## config.mk

```make
export PLATFORM = sky130hd
export DESIGN_NAME = edge_bbox_tracker
export DESIGN_NICKNAME = d
export VERILOG_FILES = /design/src/rtl/edge_bbox_tracker.sv
export SDC_FILE = /design/constraint.sdc
export NUM_CORES = 1
export LEC_CHECK = 0
export BUFFER_PORTS_ARGS = -buffer_cell sky130_fd_sc_hd__buf_2
export CAP_MARGIN = 15
export CORE_AREA = 2 2 162 164
export DETAILED_ROUTE_END_ITERATION = 8
export DIE_AREA = 0 0 164 166
export MAX_ROUTING_LAYER = met4
export PLACE_DENSITY = 0.55
export SLEW_MARGIN = 20
export SYNTH_ARGS = -nofsm -noshare
export SYNTH_HDL_FRONTEND = slang
export SYNTH_SLANG_ARGS = --single-unit
```

## constraint.sdc

```tcl
create_clock -name clk -period 3.9 [get_ports clk]
set_input_delay 0.39 -clock clk [delete_from_list [all_inputs] [get_ports clk]]
set_output_delay 0.39 -clock clk [all_outputs]
set_load 0.01 [all_outputs]
```

## src/rtl/edge_bbox_tracker.sv

```systemverilog
// Edge-pixel bounding-box tracker: counts edge pixels per frame, latches their bounding box
// at each frame end and overlays the previous frame's box on the 1-cycle-delayed video.
module edge_bbox_tracker #(
   parameter int LINE_WIDTH   = 640,
   parameter int FRAME_HEIGHT = 480,
   parameter int PIXEL_DEPTH  = 8,
   parameter int MIN_EDGES    = 64,
   parameter logic [3*PIXEL_DEPTH-1:0] BOX_COLOR = 24'h00FF00,
   localparam int XW = $clog2(LINE_WIDTH),
   localparam int YW = $clog2(FRAME_HEIGHT),
   localparam int CW = $clog2(LINE_WIDTH*FRAME_HEIGHT+1)
) (
   input  logic                   clk,
   input  logic                   rst_ni,
   input  logic                   en_i,
   input  logic                   vs_ni,
   input  logic                   hs_ni,
   input  logic                   blank_ni,
   input  logic [PIXEL_DEPTH-1:0] input_R,
   input  logic [PIXEL_DEPTH-1:0] input_G,
   input  logic [PIXEL_DEPTH-1:0] input_B,
   output logic                   vs_no,
   output logic                   hs_no,
   output logic                   blank_no,
   output logic [PIXEL_DEPTH-1:0] output_R,
   output logic [PIXEL_DEPTH-1:0] output_G,
   output logic [PIXEL_DEPTH-1:0] output_B,
   output logic [XW-1:0]          x_min,
   output logic [XW-1:0]          x_max,
   output logic [YW-1:0]          y_min,
   output logic [YW-1:0]          y_max,
   output logic [CW-1:0]          edge_count,
   output logic                   bbox_valid,
   output logic                   frame_done
);

   typedef enum logic [1:0] {WAIT_VS, ACTIVE, LATCH} state_t;

   state_t state_q, state_d;

   logic                   vs_p1, hs_p1, blank_p1;
   logic [PIXEL_DEPTH-1:0] r_p1, g_p1, b_p1;
   logic [XW-1:0]          x_p0;
   logic [YW-1:0]          y_p0;

   logic [CW-1:0] acc_cnt_q, acc_cnt_d, cnt_b;
   logic [XW-1:0] acc_x_min_q, acc_x_max_q, acc_x_min_d, acc_x_max_d, x_min_b, x_max_b;
   logic [YW-1:0] acc_y_min_q, acc_y_max_q, acc_y_min_d, acc_y_max_d, y_min_b, y_max_b;

   logic edge_px, vs_fall, blank_fall, clr, take, publish, on_col, on_row, paint;

   function automatic logic [XW-1:0] sat_inc_x(input logic [XW-1:0] v);
      return (v == XW'(LINE_WIDTH - 1)) ? v : v + XW'(1);
   endfunction

   function automatic logic [YW-1:0] sat_inc_y(input logic [YW-1:0] v);
      return (v == YW'(FRAME_HEIGHT - 1)) ? v : v + YW'(1);
   endfunction

   function automatic logic [CW-1:0] sat_inc_cnt(input logic [CW-1:0] v);
      return (v == {CW{1'b1}}) ? v : v + CW'(1);
   endfunction

   // The delayed sync/blank double as the previous sample for edge detection
   assign edge_px    = blank_ni & (input_R[PIXEL_DEPTH-1] | input_G[PIXEL_DEPTH-1] | input_B[PIXEL_DEPTH-1]);
   assign vs_fall    = vs_p1 & ~vs_ni;
   assign blank_fall = blank_p1 & ~blank_ni;

   // stage p0: pixel position of the current input sample
   always_ff @(posedge clk or negedge rst_ni) begin
      if (!rst_ni) begin
         x_p0 <= '0;
         y_p0 <= '0;
      end else if (en_i) begin
         if (vs_fall) begin
            x_p0 <= '0;
            y_p0 <= '0;
         end else if (blank_fall) begin
            x_p0 <= '0;
            y_p0 <= sat_inc_y(y_p0);
         end else if (blank_ni) begin
            x_p0 <= sat_inc_x(x_p0);
         end
      end
   end

   always_comb begin
      state_d = state_q;
      clr     = 1'b0;
      take    = 1'b0;
      publish = 1'b0;
      case (state_q)
         WAIT_VS: if (vs_fall) begin
            state_d = ACTIVE;
            clr     = 1'b1;
         end
         ACTIVE: begin
            take = edge_px;
            if (vs_fall) state_d = LATCH;
         end
         LATCH: begin
            publish = 1'b1;
            clr     = 1'b1;
            take    = edge_px;
            state_d = ACTIVE;
         end
         default: state_d = WAIT_VS;
      endcase
   end

   // A pixel arriving during LATCH is the first of the new frame
   always_comb begin
      cnt_b       = clr ? '0 : acc_cnt_q;
      x_min_b     = clr ? '0 : acc_x_min_q;
      x_max_b     = clr ? '0 : acc_x_max_q;
      y_min_b     = clr ? '0 : acc_y_min_q;
      y_max_b     = clr ? '0 : acc_y_max_q;
      acc_cnt_d   = cnt_b;
      acc_x_min_d = x_min_b;
      acc_x_max_d = x_max_b;
      acc_y_min_d = y_min_b;
      acc_y_max_d = y_max_b;
      if (take) begin
         acc_cnt_d = sat_inc_cnt(cnt_b);
         if (cnt_b == '0) begin
            acc_x_min_d = x_p0;
            acc_x_max_d = x_p0;
            acc_y_min_d = y_p0;
            acc_y_max_d = y_p0;
         end else begin
            if (x_p0 < x_min_b) acc_x_min_d = x_p0;
            if (x_p0 > x_max_b) acc_x_max_d = x_p0;
            if (y_p0 < y_min_b) acc_y_min_d = y_p0;
            if (y_p0 > y_max_b) acc_y_max_d = y_p0;
         end
      end
   end

   always_ff @(posedge clk or negedge rst_ni) begin
      if (!rst_ni) begin
         state_q     <= WAIT_VS;
         acc_cnt_q   <= '0;
         acc_x_min_q <= '0;
         acc_x_max_q <= '0;
         acc_y_min_q <= '0;
         acc_y_max_q <= '0;
      end else if (en_i) begin
         state_q     <= state_d;
         acc_cnt_q   <= acc_cnt_d;
         acc_x_min_q <= acc_x_min_d;
         acc_x_max_q <= acc_x_max_d;
         acc_y_min_q <= acc_y_min_d;
         acc_y_max_q <= acc_y_max_d;
      end
   end

   always_ff @(posedge clk or negedge rst_ni) begin
      if (!rst_ni) begin
         x_min      <= '0;
         x_max      <= '0;
         y_min      <= '0;
         y_max      <= '0;
         edge_count <= '0;
         bbox_valid <= 1'b0;
         frame_done <= 1'b0;
      end else if (en_i) begin
         frame_done <= publish;
         if (publish) begin
            x_min      <= acc_x_min_q;
            x_max      <= acc_x_max_q;
            y_min      <= acc_y_min_q;
            y_max      <= acc_y_max_q;
            edge_count <= acc_cnt_q;
            bbox_valid <= (acc_cnt_q >= CW'(MIN_EDGES));
         end
      end
   end

   assign on_col = ((x_p0 == x_min) || (x_p0 == x_max)) && (y_p0 >= y_min) && (y_p0 <= y_max);
   assign on_row = ((y_p0 == y_min) || (y_p0 == y_max)) && (x_p0 >= x_min) && (x_p0 <= x_max);
   assign paint  = bbox_valid & blank_ni & (on_col | on_row);

   // stage p1: video re-emitted one enabled cycle late
   always_ff @(posedge clk or negedge rst_ni) begin
      if (!rst_ni) begin
         vs_p1    <= 1'b1;
         hs_p1    <= 1'b1;
         blank_p1 <= 1'b1;
         r_p1     <= '0;
         g_p1     <= '0;
         b_p1     <= '0;
      end else if (en_i) begin
         vs_p1    <= vs_ni;
         hs_p1    <= hs_ni;
         blank_p1 <= blank_ni;
         {r_p1, g_p1, b_p1} <= paint ? BOX_COLOR : {input_R, input_G, input_B};
      end
   end

   assign vs_no    = vs_p1;
   assign hs_no    = hs_p1;
   assign blank_no = blank_p1;
   assign output_R = r_p1;
   assign output_G = g_p1;
   assign output_B = b_p1;

endmodule

```

==> metrics.yaml, run 1 <==
dp_hpwl_mm: 16.06
cts.clk_slew.worst_paths_ps: 60
worstPathArrival_ps: 3800
portBuffers: 115
numCtsBuffers: 17
syn_avg_cell_area_um2: 10.56
regToRegStartpoint: "state_q[0]$_DFFE_PN0P_"
cpPeakStageDelay_ps: 680
critPathLaunch: "state_q[0]$_DFFE_PN0P_"
crit_end: "acc_x_max_q[1]$_DFFE_PN0P_"
drt_pre_antenna_iters: 5
hold_buffers: 0
drt_iter0_markers: 337
stdcell_count: 1307
synth_top_area_cell: "dfrtp_1"
reg2reg_depth: 13
startpoint_type: "flip-flop"
cts_tree: "yes"
crit_buf_inv: 2
clock.fmax_mhz: 291.1
synth_top_cell_area_share_pct: 45.58
die_y_um: 166
final_nets: 1071
cts.sinks: 164
relSlewSlack_pct: 40.03
ys.flop_type: "dfrtp_1"
cp.required_ps: 4260
clkPwrFrac_pct: 29.2
final_layout_size_suffix_gt1_share_pct: 23.38
yosys.cell_types.count: 64
power.density_nw_per_um2: 512.7
core_area_um2: 25620
row_count: 59
hp-class: "input pin to async pin"
rsz0062_at_grt: "no"
path_class: "flip-flop to flip-flop"
ir_worst_vdd_mv: 0.2928
grt_pass1_vias: 6802
synth-seq-area-share_pct: 46.48
syn2layout_area_growth_pct: 17.79
postRouteWirelength_mm: 22.30
grt_max_degree: 92
crit_top_cell: "ha_1"
fin_crit_ps: 3436
die_x_um: 164
synth_area_um2: 8838
synth_nets: 948
r2r_slack_ps: 460
cts_root_buf: "clkbuf_16"
antenna_found_initial: 1
h-tree-depth: 4
ant_nets: 0
routed_via_density: 5.092
mostFrequentLayoutCell: "dfrtp_1"
layout_common_cells: "dfrtp_1, buf_2, nand2_1"
tightest_slew_ps: 899.6
swShare_pct: 35.38
crit_family: "compound AO/OA/AOI/OAI gates"
power.internal_mw: 3.449
drv_slew: 0
ios: 116
fin_skew_ps: 8.589
setup_viol: 0
clock_latency_ps: 430
power_switching_mw: 1.888
initial_core_util_pct: 34.50
dieArea_um2: 27220
fillerInstances: 2517
synthArstFlopShare_pct: 100.0
leakage_nw: 5.195
path_depth: 13
finalCritPeriodShare_pct: 88.09
r2r-end: "acc_x_max_q[1]$_DFFE_PN0P_"
endpoint_kind: "flip-flop"
cts_setup_buffers: 0
gr-total-overflow: 0
track_usage_pct: 17.56
vias: 6655
clock_path_buffers: 2
path_cells: "inv_1, ha_1, and3b_1, nor2_2, buf_12, nand2_1, ha_1, a21oi_1, o21ai_0, a2111oi_0, nor2_1, o21ai_2, a22o_1"
grt_pass1_wl_mm: 36.83
status: "finished clean"
synth-edff-count: 0
p_seq_share_pct: 39.0
yosys_warnings: 0
fin_tns_setup_ps: 0
ys_ff_latch: 164
max-cap-violations: 0
cts.repair.resized: 0
ys_top_cells_by_area: "dfrtp_1, ha_1, mux2_2"
dp.cells: 1276
routedWlPerCell_um: 17.06
cp_slowest_cell: "a2111oi_0"
hold_viol_final: 0
cp_max_fo: 38
drc_errors: 0
synth_cells: 837
pwr-share-comb_pct: 31.8
finalWeightedCongestion: 0.8247
[worst register-to-register path, cell delays in order (launching register included)]
cell       delay (ps)
dfrtp_1           370
inv_1              70
ha_1              240
and3b_1           240
nor2_2            150
buf_12            210
nand2_1           100
ha_1              310
a21oi_1           160
o21ai_0           100
a2111oi_0         680
nor2_1            130
o21ai_2           400
a22o_1            210
[registers in the layout, indices dropped and copies added (netlist names), 9 cells and up]
register     flops
acc_cnt_q       19
edge_count      19
acc_x_max_q     10
acc_x_min_q     10
x_max           10
x_min           10
x_p0            10
acc_y_max_q      9
acc_y_min_q      9
y_max            9
y_min            9
y_p0             9
[cells by family (layout without fill, tap and decap cells)]
| logic type | Yosys count | after routing | synth area share [%] |
|---|---|---|---|
| fa+ha+maj | 81 | 81 | 11.47 |
| xor+xnor | 21 | 21 | 2.081 |
| other cells | 0 | 1 | 0 |
| flops | 164 | 164 | 46.48 |
| compound gates | 145 | 145 | 11.78 |
| simple gates | 259 | 259 | 13.90 |
| mux | 88 | 88 | 10.80 |
| buf+inv | 79 | 213 | 3.497 |
[Yosys cell counts (all sizes together) (12+ instances only)]
cell type	n
o21ai	30
nand3	22
a21oi	27
xor2	12
a22o	29
nor2	50
nor2b	12
mux2i	29
mux2	59
nand2	102
nor3	13
inv	56
dfrtp	161
nand4	21
buf	14
ha	81
[power groups by stage]
stage / clock network, mW / registers (mW) / logic [mW]
floorplan: 0 / 2.10 / 1.10
global placement: 0 / 2.11 / 1.69
detailed placement: 0 / 2.12 / 1.72
CTS: 1.60 / 2.09 / 1.73
global route: 1.66 / 2.11 / 1.92
finish: 1.56 / 2.08 / 1.70
[worst min-delay path by stage]
| stage | end | slack [ps] | cells past startpoint |
|---|---|---|---|
| 3_5_place_dp | edge_count[10]$_DFFE_PN0P_ | 490 | 1 |
| 6_report | edge_count[6]$_DFFE_PN0P_ | 30 | 1 |
| 5_1_grt | acc_x_min_q[7]$_DFFE_PN0P_ | 130 | 1 |
| 3_3_place_gp | blank_no$_DFFE_PN1P_ | 480 | 2 |
| 4_1_cts | edge_count[8]$_DFFE_PN0P_ | 100 | 1 |
| 2_1_floorplan | acc_cnt_q[0]$_DFFE_PN0P_ | 90 | 0 |
[area by class of cell]
| type | count | area, um2 | share of cell area [%] |
|---|---|---|---|
| antenna | 1 | 2.502 | 0.02404 |
| clock buffer | 23 | 478.0 | 4.591 |
| clock inverter | 7 | 52.55 | 0.5047 |
| inverter | 56 | 210.2 | 2.019 |
| multi-input combinational | 594 | 4432 | 42.57 |
| sequential | 164 | 4108 | 39.45 |
| tap | 335 | 419.2 | 4.026 |
| timing repair buffer | 127 | 709.4 | 6.814 |
[layer usage]
| layer | vias up | share of wire [%] | routed length (um) | GRT usage (%) |
|---|---|---|---|---|
| li1 | 3256 | - | - | - |
| met1 | 3240 | 50 | 11190 | 24.82 |
| met2 | 136 | 44 | 9832 | 25.85 |
| met3 | 23 | 4.2 | 934 | 3.222 |
| met4 | 0 | 1.6 | 346 | 4.767 |
| met5 | - | 0 | 0 | - |
[through the flow]
step / total power, mW / utilization (%) / hold WS [ps] / instance area (um2) / worst slack [ps]
after floorplan: 3.208 / - / 94.41 / 8838 / 592.5
after global placement: 3.808 / 38.54 / 479.0 / 9873 / 549.5
after detailed placement: 3.835 / 38.54 / 488.5 / 9873 / 426.0
after CTS: 5.412 / 40.61 / 95.51 / 10400 / 396.6
after global routing: 5.694 / 40.64 / 133.0 / 10410 / 170.6
final: 5.337 / 40.64 / 25.26 / 10410 / 464.4
(Power assumes the default switching activity.)
==> run 2: changes to the inputs <==
==> constraint.sdc (replaced) <==
create_clock -name clk -period 3.9 [get_ports clk]
set_input_delay 0.195 -clock clk [delete_from_list [all_inputs] [get_ports clk]]
set_output_delay 0.195 -clock clk [all_outputs]
set_load 0.01 [all_outputs]
==> run 2 against run 1 <==
  * Routed wire length is 1.4% higher
  * Critical path depth stayed put
  * Count of clock-buffer cells in the layout is 1 lower
  * Combinational power is 2% higher
  * Die area stayed put
  * Sequential power hardly changed
  * Sequential share of layout area is 0.97 points lower
  * Critical endpoint is now acc_x_max_q[8]$_DFFE_PN0P_
  * Total power is 3.5% higher
  * Final area is 2.5% higher
==> metrics.yaml, run 2 (same netlist as run 1, synthesis figures left out) <==
cp.required_ps: 4270
portBuffers: 115
cts.repair.resized: 0
hp-class: "input pin to flip-flop"
hold_buffers: 19
die_y_um: 166
drt_pre_antenna_iters: 5
initial_core_util_pct: 34.50
leakage_nw: 5.324
gr-total-overflow: 0
fin_tns_setup_ps: 0
dp_hpwl_mm: 15.95
fin_skew_ps: 11.17
drt_iter0_markers: 414
track_usage_pct: 18.12
grt_pass1_wl_mm: 37.58
grt_max_degree: 85
relSlewSlack_pct: 39.96
drv_slew: 0
clock.fmax_mhz: 292.2
routed_via_density: 5.085
fin_crit_ps: 3422
hold_viol_final: 0
rsz0062_at_grt: "no"
worstPathArrival_ps: 3800
die_x_um: 164
ant_nets: 0
path_class: "flip-flop to flip-flop"
clock_path_buffers: 2
h-tree-depth: 4
final_layout_size_suffix_gt1_share_pct: 23.26
row_count: 59
cts_setup_buffers: 0
ios: 116
cts.clk_slew.worst_paths_ps: 70
endpoint_kind: "flip-flop"
cts.sinks: 164
worst_slack_ps: 477.7
cp_max_fo: 38
finalCritPeriodShare_pct: 87.75
core_area_um2: 25620
reg_top3: "acc_cnt_q (19), edge_count (19)"
max-cap-violations: 0
grt_pass1_vias: 6829
power.density_nw_per_um2: 517.6
dieArea_um2: 27220
final_nets: 1091
cts_tree: "yes"
ir_worst_vdd_mv: 0.2893
cts_root_buf: "clkbuf_16"
mostFrequentLayoutCell: "dfrtp_1"
vias: 6758
antenna_found_initial: 1
postRouteWirelength_mm: 22.62
setup_viol: 0
tightest_slew_ps: 898.7
fillerInstances: 2500
place_ws_ps: 444.2
layout_common_cells: "dfrtp_1, buf_2, nand2_1"
routedWlPerCell_um: 17.02
clock_latency_ps: 440
syn2layout_area_growth_pct: 20.77
drc_errors: 0
finalWeightedCongestion: 0.8279
startpoint_type: "flip-flop"
power_mw: 5.525
status: "finished clean"
numCtsBuffers: 17
holdWs_ps: 12.41
## run 2: final timing paths
check | cells past startpoint | startpoint | slack (ps) | endpoint
worst max-delay path | 13 | state_q[0]$_DFFE_PN0P_ | 480 | acc_x_max_q[8]$_DFFE_PN0P_
worst min-delay path | 3 | input_R[4] | 10 | output_R[4]$_DFFE_PN0P_
worst max register to register | 13 | state_q[0]$_DFFE_PN0P_ | 480 | acc_x_max_q[8]$_DFFE_PN0P_
worst min register to register | 2 | blank_no$_DFFE_PN1P_ | 500 | blank_no$_DFFE_PN1P_
max in group asynchronous | 3 | rst_ni | 2580 | y_p0[3]$_DFFE_PN0P_
min in group asynchronous | 2 | rst_ni | 380 | edge_count[6]$_DFFE_PN0P_
## run 2: per-layer routing
| metal | global-route usage [%] | vias to the layer above | wire [um] |
|---|---|---|---|
| li1 | - | 3297 | - |
| met4 | 4.348 | 0 | 296 |
| met2 | 26.62 | 151 | 10150 |
| met1 | 25.56 | 3288 | 11170 |
| met3 | 3.846 | 22 | 995 |
| met5 | - | - | 0 |
## run 2: layout make-up
class	instances	area, um2	area share [%]
antenna	1	2.502	0.02344
multi-input combinational	594	4432	41.52
clock buffer	22	474.2	4.443
clock inverter	10	121.4	1.137
tap	335	419.2	3.927
timing repair buffer	147	907.1	8.498
sequential	164	4108	38.48
inverter	56	210.2	1.969
## run 2: critical path, stage by stage, from the launching register on
cell and delay (ps):
dfrtp_1 370, inv_1 80, ha_1 240, and3b_1 240
nor2_2 140, buf_12 210, nand2_1 90, ha_1 310
a21oi_1 150, o21ai_0 100, a2111oi_0 680, nor2_1 130
o21ai_2 390, a22o_1 210
## run 2: report_power, final
part           internal [mW]  leakage, nW  switching, mW  total [mW]
sequential              1.90         2.20          0.172        2.07
clock                  0.998        0.279          0.716        1.71
combinational          0.713         2.84           1.03        1.74
total                   3.61         5.32           1.92        5.53
## run 2: stage by stage
step	cells	cell area (um2)	utilization [%]
floorplan	837	8838	-
global placement	1277	9881	38.57
detailed placement	1277	9881	38.57
CTS	1328	10670	41.64
global route	1329	10670	41.67
finish	1329	10670	41.67
==> run 3: changes to the inputs <==
PLACE_DENSITY = 0.63   (was 0.55)
==> run 3 against run 2 <==
  * Count of clock-buffer cells in the layout down 5
  * Clock power increased by 3%
  * Setup slack worse by 140 ps
  * Sequential share of layout area increased by 0.18 points
  * Critical endpoint unchanged
  * Routed wire length is 1.8% lower
  * First-iteration DRC count fell by 11%
==> metrics.yaml, run 3 (same netlist as run 1, synthesis figures left out) <==
regToRegStartpoint: "state_q[0]$_DFFE_PN0P_"
numCtsBuffers: 17
syn2layout_area_growth_pct: 20.20
antenna_found_initial: 0
portBuffers: 115
reg2reg_depth: 13
path_class: "flip-flop to flip-flop"
utilization_pct: 41.47
drc_errors: 0
startpoint_type: "flip-flop"
gr-usage-met3_pct: 3.447
cts.clk_slew.worst_paths_ps: 70
final_nets: 1088
dp_hpwl_mm: 15.64
clock.fmax_mhz: 280.9
die_y_um: 166
ff_latch_area_um2: 4108
worstPathArrival_ps: 3930
hold_end: "output_R[5]$_DFFE_PN0P_"
leakage_nw: 5.304
vias: 6795
routed_via_density: 5.128
mostFrequentLayoutCell: "dfrtp_1"
clock_path_buffers: 2
die_x_um: 164
cts_root_buf: "clkbuf_16"
pwr-share-comb_pct: 30.3
grt_util_met1_pct: 23.86
finalWeightedCongestion: 0.8606
min-delay-start: "input_R[5]"
num_antenna_cells: 0
multiInputGateArea_um2: 4432
busiest_layer: "met2"
ios: 116
swShare_pct: 34.96
cp.required_ps: 4270
power.internal_mw: 3.593
worst_slack_ps: 340.2
grt_max_degree: 108
p_seq_share_pct: 37.9
postRouteWirelength_mm: 22.20
drv_slew: 0
design_area_um2: 10620
whs_path_depth: 3
status: "finished clean"
grt_util_met2_pct: 25.72
relSlewSlack_pct: 41.63
setup_viol: 0
ir_worst_vdd_mv: 0.3236
drt_iter0_markers: 370
fin_crit_ps: 3560
finalCritPeriodShare_pct: 91.28
cts_tree: "yes"
layout_common_cells: "dfrtp_1, buf_2, nand2_1"
drt_pre_antenna_iters: 5
cp_max_fo: 38
grt_pass1_vias: 6728
final_layout_size_suffix_gt1_share_pct: 23.33
grt_pass1_wl_mm: 36.21
place_ws_ps: 405.9
initial_core_util_pct: 34.50
cts_setup_buffers: 0
hold_viol_final: 0
max-cap-violations: 0
power_switching_mw: 1.931
tightest_slew_ps: 875.6
core_area_um2: 25620
routedWlPerCell_um: 16.76
power.density_nw_per_um2: 520.0
row_count: 59
fillerInstances: 2442
clock_latency_ps: 430
ant_nets: 0
cts.sinks: 164
dieArea_um2: 27220
fin_skew_ps: 7.647
gr-total-overflow: 0
reg_top3: "acc_cnt_q (19), edge_count (19)"
holdWs_ps: 12.46
track_usage_pct: 17.33
fin_tns_setup_ps: 0
rsz0062_at_grt: "no"
r2r_slack_ps: 340
h-tree-depth: 4
endpoint_kind: "flip-flop"
clkPwrFrac_pct: 31.8
hp-class: "input pin to flip-flop"
r2r-end: "acc_x_max_q[8]$_DFFE_PN0P_"
place_area_um2: 9828
[run 3: cell types whose count changed in the layout (fill, tap and decap cells not counted), moves of 2 or more]
cell      delta
buf_12       -3
clkinv_4     +3
clkbuf_1     -2
clkinv_2     +2
clkbuf_8     -2
[run 3: area by class of cell]
type	instances	area share, %
Sequential cell	164	38.66
Multi-Input combinational cell	594	41.71
Inverter	56	1.979
Clock buffer	17	4.004
Timing Repair Buffer	144	7.973
Tap cell	335	3.945
Clock inverter	15	1.719
[run 3: power groups by stage]
| stage | Sequential, mW | Clock, mW | Combinational (mW) |
|---|---|---|---|
| detailed placement | 2.13 | 0 | 1.66 |
| finish | 2.09 | 1.76 | 1.67 |
| CTS | 2.09 | 1.80 | 1.68 |
| floorplan | 2.10 | 0 | 1.10 |
| global placement | 2.12 | 0 | 1.64 |
| global route | 2.12 | 1.86 | 1.88 |
[run 3: how the worst max path moves through the flow]
stage	slack [ps]	startpoint	end	depth (start not counted)
final	340	state_q[0]$_DFFE_PN0P_	acc_x_max_q[8]$_DFFE_PN0P_	13
after floorplan	590	state_q[0]$_DFFE_PN0P_	acc_x_max_q[0]$_DFFE_PN0P_	13
after detailed placement	410	state_q[1]$_DFFE_PN0P_	acc_x_max_q[7]$_DFFE_PN0P_	12
after global routing	40	state_q[0]$_DFFE_PN0P_	acc_x_max_q[3]$_DFFE_PN0P_	13
after CTS	360	state_q[0]$_DFFE_PN0P_	acc_x_max_q[1]$_DFFE_PN0P_	12
after global placement	510	state_q[0]$_DFFE_PN0P_	acc_x_max_q[4]$_DFFE_PN0P_	12
[run 3: routing by layer]
metal / vias to the layer above / wire [um]
li1: 3293 / -
met1: 3283 / 10780
met2: 191 / 9983
met3: 28 / 1054
met4: 0 / 386
met5: - / 0
[run 3: metrics by stage]
| stage | total power, mW | instances |
|---|---|---|
| detailed placement | 3.784 | 1275 |
| global placement | 3.759 | 1275 |
| floorplan | 3.208 | 837 |
| CTS | 5.575 | 1325 |
| finish | 5.524 | 1325 |
| global route | 5.865 | 1325 |
[run 3: critical path, stage by stage (launching register included)]
cell,delay (ps)
dfrtp_1,380
inv_1,70
ha_1,250
and3b_1,240
nor2_2,80
buf_4,360
nand2_1,120
ha_1,320
a21oi_1,140
o21ai_0,100
a2111oi_0,670
nor2_1,140
o21ai_2,380
a22o_1,210
[run 3: what timing repair did]
item | in CTS | in global routing
gates resized for setup | 0 | 0
endpoints found under the hold margin | 119 | 0
hold buffers | 18 | 0
